--- src/rtl/alu_seq_pkg.sv ---
// rtl/alu_seq_pkg.sv - op codes, state encoding and helpers for the nibble ALU sequencer
//
// Contents:
//   OP_XFER..OP_NOT : 3-bit {S2,S1,S0} operation codes of the 4-bit ALU
//   state_t         : sequencer FSM states (IDLE, RUN, DONE)
//   is_arith(op)    : 1 for arithmetic ops (S2=0), which chain carry between nibbles
package alu_seq_pkg;

    localparam logic [2:0] OP_XFER = 3'b000;  // A + Cin
    localparam logic [2:0] OP_ADD  = 3'b001;  // A + B + Cin
    localparam logic [2:0] OP_SUBB = 3'b010;  // A + ~B + Cin
    localparam logic [2:0] OP_DEC  = 3'b011;  // A + 1111 + Cin
    localparam logic [2:0] OP_AND  = 3'b100;
    localparam logic [2:0] OP_OR   = 3'b101;
    localparam logic [2:0] OP_XOR  = 3'b110;
    localparam logic [2:0] OP_NOT  = 3'b111;  // ~A

    typedef enum logic [1:0] {
        ST_IDLE = 2'd0,
        ST_RUN  = 2'd1,
        ST_DONE = 2'd2
    } state_t;

    function automatic logic is_arith(input logic [2:0] op);
        return ~op[2];
    endfunction

endpackage

--- src/rtl/alu_nibble_seq.sv ---
// rtl/alu_nibble_seq.sv - runs a wide ALU operation through a 4-bit ALU one nibble per cycle
//
// Executes 4*NIBBLES-bit operations on an external combinational 4-bit ALU,
// least significant nibble first, chaining the carry between nibbles.
//
// Ports:
//   clk, rst_n                   clock (rising edge), asynchronous active-low reset
//   req_valid/req_ready          request handshake (ready only while idle)
//   req_op, req_cin              {S2,S1,S0} op code and carry-in
//   req_a, req_b                 wide operands
//   rsp_valid/rsp_ready          response handshake
//   rsp_g, rsp_cout              wide result and final carry (0 for logic ops)
//   alu_s2/s1/s0, alu_cin        ALU select and carry-in for the current nibble
//   alu_a, alu_b                 current operand nibbles
//   alu_g, alu_cout              ALU result for the current nibble
module alu_nibble_seq
    import alu_seq_pkg::*;
#(
    parameter int NIBBLES = 2,
    localparam int W = 4 * NIBBLES
) (
    input  logic         clk,
    input  logic         rst_n,
    input  logic         req_valid,
    output logic         req_ready,
    input  logic [2:0]   req_op,
    input  logic         req_cin,
    input  logic [W-1:0] req_a,
    input  logic [W-1:0] req_b,
    output logic         rsp_valid,
    input  logic         rsp_ready,
    output logic [W-1:0] rsp_g,
    output logic         rsp_cout,
    output logic         alu_s2,
    output logic         alu_s1,
    output logic         alu_s0,
    output logic         alu_cin,
    output logic [3:0]   alu_a,
    output logic [3:0]   alu_b,
    input  logic [3:0]   alu_g,
    input  logic         alu_cout
);

    localparam int IW = $clog2(NIBBLES);
    localparam logic [IW-1:0] LAST = IW'(NIBBLES - 1);

    state_t         state_q, state_d;
    logic [IW-1:0]  idx_q;
    logic           carry_q;
    logic [2:0]     op_q;
    logic [W-1:0]   a_q;
    logic [W-1:0]   b_q;
    logic [W-1:0]   result_q;
    logic           run;

    always_comb begin
        state_d = state_q;
        case (state_q)
            ST_IDLE: if (req_valid)      state_d = ST_RUN;
            ST_RUN:  if (idx_q == LAST)  state_d = ST_DONE;
            ST_DONE: if (rsp_ready)      state_d = ST_IDLE;
            default:                     state_d = ST_IDLE;
        endcase
    end

    // Every ALU-facing output comes straight from registers so it is stable
    // for the whole cycle; outside RUN the ALU is parked at select 000, all zero.
    always_comb begin
        run       = (state_q == ST_RUN);
        req_ready = (state_q == ST_IDLE);
        rsp_valid = (state_q == ST_DONE);
        rsp_g     = rsp_valid ? result_q : '0;
        rsp_cout  = rsp_valid & carry_q;
        {alu_s2, alu_s1, alu_s0} = run ? op_q : 3'b000;
        alu_cin   = run & carry_q;
        alu_a     = run ? a_q[{idx_q, 2'b00} +: 4] : 4'h0;
        alu_b     = run ? b_q[{idx_q, 2'b00} +: 4] : 4'h0;
    end

    always_ff @(posedge clk or negedge rst_n) begin
        if (!rst_n) begin
            state_q  <= ST_IDLE;
            idx_q    <= '0;
            carry_q  <= 1'b0;
            op_q     <= 3'b000;
            a_q      <= '0;
            b_q      <= '0;
            result_q <= '0;
        end else begin
            state_q <= state_d;
            case (state_q)
                ST_IDLE: begin
                    if (req_valid) begin
                        op_q    <= req_op;
                        a_q     <= req_a;
                        b_q     <= req_b;
                        idx_q   <= '0;
                        // Logic ops never see a carry, regardless of req_cin.
                        carry_q <= is_arith(req_op) ? req_cin : 1'b0;
                    end
                end
                ST_RUN: begin
                    result_q[{idx_q, 2'b00} +: 4] <= alu_g;
                    carry_q <= is_arith(op_q) ? alu_cout : 1'b0;
                    // idx parks on the last nibble; it is cleared on the next accept.
                    if (idx_q != LAST) begin
                        idx_q <= idx_q + 1'b1;
                    end
                end
                default: ;
            endcase
        end
    end

endmodule
--- config.mk ---
export PLATFORM = sky130hd
export DESIGN_NAME = alu_nibble_seq
export DESIGN_NICKNAME = d
export VERILOG_FILES = /design/src/rtl/alu_seq_pkg.sv /design/src/rtl/alu_nibble_seq.sv
export SDC_FILE = /design/constraint.sdc
export NUM_CORES = 1
export LEC_CHECK = 0
export CAP_MARGIN = 10
export CORE_MARGIN = 3
export CORE_UTILIZATION = 44
export DETAILED_ROUTE_END_ITERATION = 6
export HOLD_SLACK_MARGIN = 0.05
export PLACE_DENSITY = 0.77
export SYNTH_ARGS = -nofsm -noshare
export SYNTH_HDL_FRONTEND = slang
export SYNTH_SLANG_ARGS = --single-unit
--- constraint.sdc ---
create_clock -name clk -period 1.9 [get_ports clk]
set_clock_uncertainty 0.2 [all_clocks]
set_input_delay 0.475 -clock clk [delete_from_list [all_inputs] [get_ports clk]]
set_output_delay 0.475 -clock clk [all_outputs]
set_load 0.02 [all_outputs]
# ---- After elaboration in Yosys (flattened, before gate mapping)
# Index checks and enable logic that the tools add are counted.
dict set report totals {
  register_bits 31
  latch_bits 0
  ram_bits 0
  romBits 0
  in_bits 29
  output_inout_bits 23
  elab_cells 41
  n_memories 0
}
dict set report classes {
  add_sub_neg 2
  multipliers 0
  n_div 0
  n_lt_le_gt_ge 0
  eq_ne 5
  shift 4
  muxes 16
  n_bitwise 2
  reduce_logical 5
}
# operator n
set op_table {}
lappend op_table {{$shiftx 8x4->4} 2}
lappend op_table {{$bwmux 8} 1}
lappend op_table {{$mux 4} 2}
lappend op_table {{$mux 8} 1}
lappend op_table {{$shift 4x5->8 const A} 1}
lappend op_table {{$shiftx 4x5->8} 1}
lappend op_table {{$mux 2} 3}
lappend op_table {{$pmux 2 s3} 1}
lappend op_table {{$mux 1} 5}
lappend op_table {{$neg 3->5} 1}
lappend op_table {{$ne 2x2->1 const B} 2}
lappend op_table {{$pmux 1 s2} 2}
lappend op_table {{$reduce_and 2->1} 2}
lappend op_table {{$mux 3} 1}
lappend op_table {{$reduce_and 3->1} 1}
lappend op_table {{$and 1x1->1} 2}
lappend op_table {{$eq 2x1->1 const B} 1}
lappend op_table {{$eq 2x2->1 const B} 1}
lappend op_table {{$logic_not 2->1} 1}
lappend op_table {{$ne 2x1->1 const B} 1}
lappend op_table {{$reduce_bool 2->1} 1}
lappend op_table {{$add 1x1->1 const B} 1}

# ---- Longest topological paths before layout
dict set report depth {
  word_depth 3
  ltp_mapped 4
  ltp_nobuf 3
}

# ---- Worst setup path after synthesis
# OpenSTA, ideal clock, no wires.
dict set report synth_timing {
  kind {flip-flop to output port}
  startpoint {register state_q[0]}
  endpoint {output rsp_cout}
  arrival_ns 1.088
  setup_slack_ns 0.137
  path_stages_with_launch 4
  path_buffers 1
  path_cell_list {dfrtp_1 and2b_2 buf_2 and2_1}
}
dict set report synth_between {
  elab_chain_cells 2
}
# element line_no
set synth_rtl {}
lappend synth_rtl {{start: declaration} alu_nibble_seq.sv:47} ;# state_t state_q, state_d;
lappend synth_rtl {{start signal: assignment} alu_nibble_seq.sv:90} ;# state_q <= state_d;
lappend synth_rtl {{$eq 2x2->1} alu_nibble_seq.sv:71} ;# rsp_valid = (state_q == ST_DONE);
lappend synth_rtl {{net rsp_valid} alu_nibble_seq.sv:30} ;# output logic rsp_valid,
lappend synth_rtl {{$and 1x1->1} alu_nibble_seq.sv:73} ;# rsp_cout = rsp_valid & carry_q;
lappend synth_rtl {{end: declaration} alu_nibble_seq.sv:33} ;# output logic rsp_cout,
# The timed path passes the listed nets, and every way through them passes these cells.

# ---- Final worst setup path
dict set report layout_timing {
  startpoint {register state_q[1]}
  endpoint {output rsp_cout}
}
dict set report layout_between {
  elab_chain_cells 2
}
# element line_no
set layout_rtl {}
lappend layout_rtl {{$eq 2x2->1} alu_nibble_seq.sv:71}
lappend layout_rtl {{$and 1x1->1} alu_nibble_seq.sv:73}
# No other way between the ends.

==> flow_summary.yaml <==
timing:
  setup_tns_ns: -4.13
  fin_crit_ns: 2.06
  whs_ns: 0.319
  hold_viol: 0
  setup_ws_ns: -0.157
  worst_slew_pin_slew_ns: 0.391
  fin_crit_sh_pct: 108
  finalSetupViolCount: 41
  fmax_ghz: 0.486
  grt_setup_unrepaired: "true"
  slew_viol_final: 0
  relSlewSlack_pct: 73.9
layout:
  syn2layout_area_growth_pct: 73.0
  diodes: 0
  fin_nets: 213
  fin_cells: 227
  utilization_pct: 84.6
  layout-drive-gt1-share_pct: 63.2
  final_area_um2: 2450
die:
  coreArea_um2: 2900
  boundaryPins: 52
  initial_core_util_pct: 48.9
  die_area_um2: 3940
  die_h_um: 62.8
  fp-row-count: 19
  die_width_um: 62.8
clock_network:
  cts_made_buffers: 5
  cts_buffer_depth: 2
  clk_latency_ns: 0.34
  clock_sinks: 31
  root_buffer: "clkbuf_4"
  clk_pin_slew_ns: 0.10
  cts_tree: "yes"
  hold_buffers: 0
  htreeDepth: 2
critical_path:
  cpMostUsedCell: "buf_6"
  crit_path_end_kind: "output port"
  startpoint_type: "register"
  required_ns: 1.22
  critPathMaxStageDelay_ns: 0.42
  worstSetupPathType: "register to output port"
  worst-path-max-fanout: 6
  worstPathArrival_ns: 1.38
  path_cells: "buf_6 > and2b_2 > and2_4 > buf_6"
  cp_slowest_cell: "dfrtp_1"
status:
  status: "complete, but fails checks"
  violations: "negative setup slack"
routing:
  drtAntennaViolNets: 0
  drt_iter0_markers: 34
  routedWlPerCell_um: 17.2
  remaining_drc_errors: 0
  vias: 1149
  wirelength_um: 3900
  via_per_inst: 5.06
  dr.pass1.iters: 4
grt:
  antenna_found_initial: 0
  gr-usage-all-layers_pct: 16.9
  grt_pass1_vias: 1095
  grt_max_degree: 32
  grt-ovfl-total: 0
  grt_pass1_wl_um: 5140
logic_synthesis:
  ys_types: 18
  synthTopCellsByArea: "dfrtp_1 (55%), mux2_2 (21%), and2_1 (5.7%), mux2i_1 (5.6%), nor2_1 (2.4%)"
  yosysWarnings: 0
  synth_top_area_share_pct: 54.7
  syn_nets: 137
  synthCells: 108
  synth-seq-cells: 31
  syn_area_per_cell_um2: 13.1
  synth_area_um2: 1420
  synth_top_area_cell: "dfrtp_1"
  ys_seq_area_share_pct: 54.7
pwr:
  p_int_mw: 2.66
  clkPwrFrac_pct: 13.2
  power.total_mw: 4.17
  swShare_pct: 36.1
  irDropWorstVdd_v: 0.00117
  seqPwrFrac_pct: 30.3
  p_leak_nw: 1.07
  p_switching_mw: 1.51
  powerDensity_nw_per_um2: 1700
  share_comb_of_total_power_pct: 56.5
placed_design:
  dpl.hpwl_um: 2090
  dpl_cell_area_um2: 2010
  gp_congestion: 0.720
  pre_cts_slack_ns: -0.269
  portBuffers: 51
  dp.cells: 203
min_path:
  min_path_type: "register to register"
job:
  drv_cap: 0
==> cell type report <==
class                      instances  area (µm²)
fill                             162         448
sequential                        31         778
clock buffer                       6        51.3
clock inverter                     2        35.0
multi-input combinational         72         767
timing repair buffer              72         761
inverter                           2        7.51
tap                               42        52.6
==> cells in the final DEF, fill, tap and decap left out, drive strengths merged <==
master         count
and2              13
and2b              3
buf               42
bufinv             1
clkbuf             8
clkdlybuf4s50     28
clkinv             1
dfrtp             31
inv                2
mux2              27
mux2i              8
nand2              2
nand2b             2
nand3b             2
nor2              10
nor3b              1
o211ai             1
o21ai              2
or2                1
==> synthesized netlist by cell type <==
cell type and instances:
dfrtp_1 31, mux2_2 27, and2_1 13, nor2_1 9, mux2i_1 8, buf_2 3
and2b_2 2, buf_6 2, inv_1 2, nand3b_1 2, o21ai_0 2, nand2_1 1
nand2_2 1, nand2b_1 1, nor2_2 1, nor3b_4 1, o211ai_1 1, or2_2 1
==> critical path: cells and delay by family (launching register included) <==
kind                   cells  cell delay, ns
and+or+nand+nor            2            0.38
buffers and inverters      2            0.25
DFF                        1            0.42
==> power groups by stage <==
stage	clock [mW]	combinational, mW	sequential, mW
after global placement	0	1.52	1.20
final	0.551	2.35	1.26
after detailed placement	0	1.56	1.22
after CTS	0.549	1.77	1.19
after global routing	0.593	2.47	1.30
after floorplan	0	1.02	1.13
==> per-layer routing <==
layer / share of wire, % / GRT usage (%) / up-vias / routed length (µm)
met5: 0 / 0 / - / 0
met4: 2.7 / 7.44 / 0 / 107
met3: 5.2 / 4.50 / 12 / 202
met2: 54 / 28.6 / 47 / 2120
met1: 38 / 20.2 / 568 / 1480
li1: - / - / 522 / -
==> sequential cells by signal, summed over array words and instances, names as in the netlist <==
signal / cells
idx_q: 1
a_q: 8
state_q: 2
b_q: 8
carry_q: 1
op_q: 3
result_q: 8
==> cells by family (layout without fill, tap and decap cells) <==
| logic type | Yosys count | after routing | synth area share, % |
|---|---|---|---|
| buffers and inverters | 7 | 82 | 3.18 |
| DFF | 31 | 31 | 54.7 |
| AOI/OAI and AO/OA | 3 | 3 | 1.24 |
| and+or+nand+nor | 32 | 34 | 13.8 |
| muxes | 35 | 35 | 27.1 |
==> worst paths after layout <==
kind | from | to | slack (ns) | cells past startpoint
setup / recovery | state_q[1] | rsp_cout | -0.16 | 4
hold / removal | b_q[5] | b_q[5] | 0.32 | 1
setup reg to reg | state_q[1] | b_q[5] | -0.10 | 7
hold reg to reg | b_q[5] | b_q[5] | 0.32 | 1
max in group asynchronous | rst_n | a_q[0] | 0.86 | 2
min in group asynchronous | rst_n | result_q[0] | 0.33 | 2
==> repair_timing <==
item	CTS	global route
buffers inserted	7	4
gates cloned	1	4
resized for setup	143	42
endpoints found under the setup margin	23	37
pin swaps	10	5
Power figures use the tool's default switching activity.
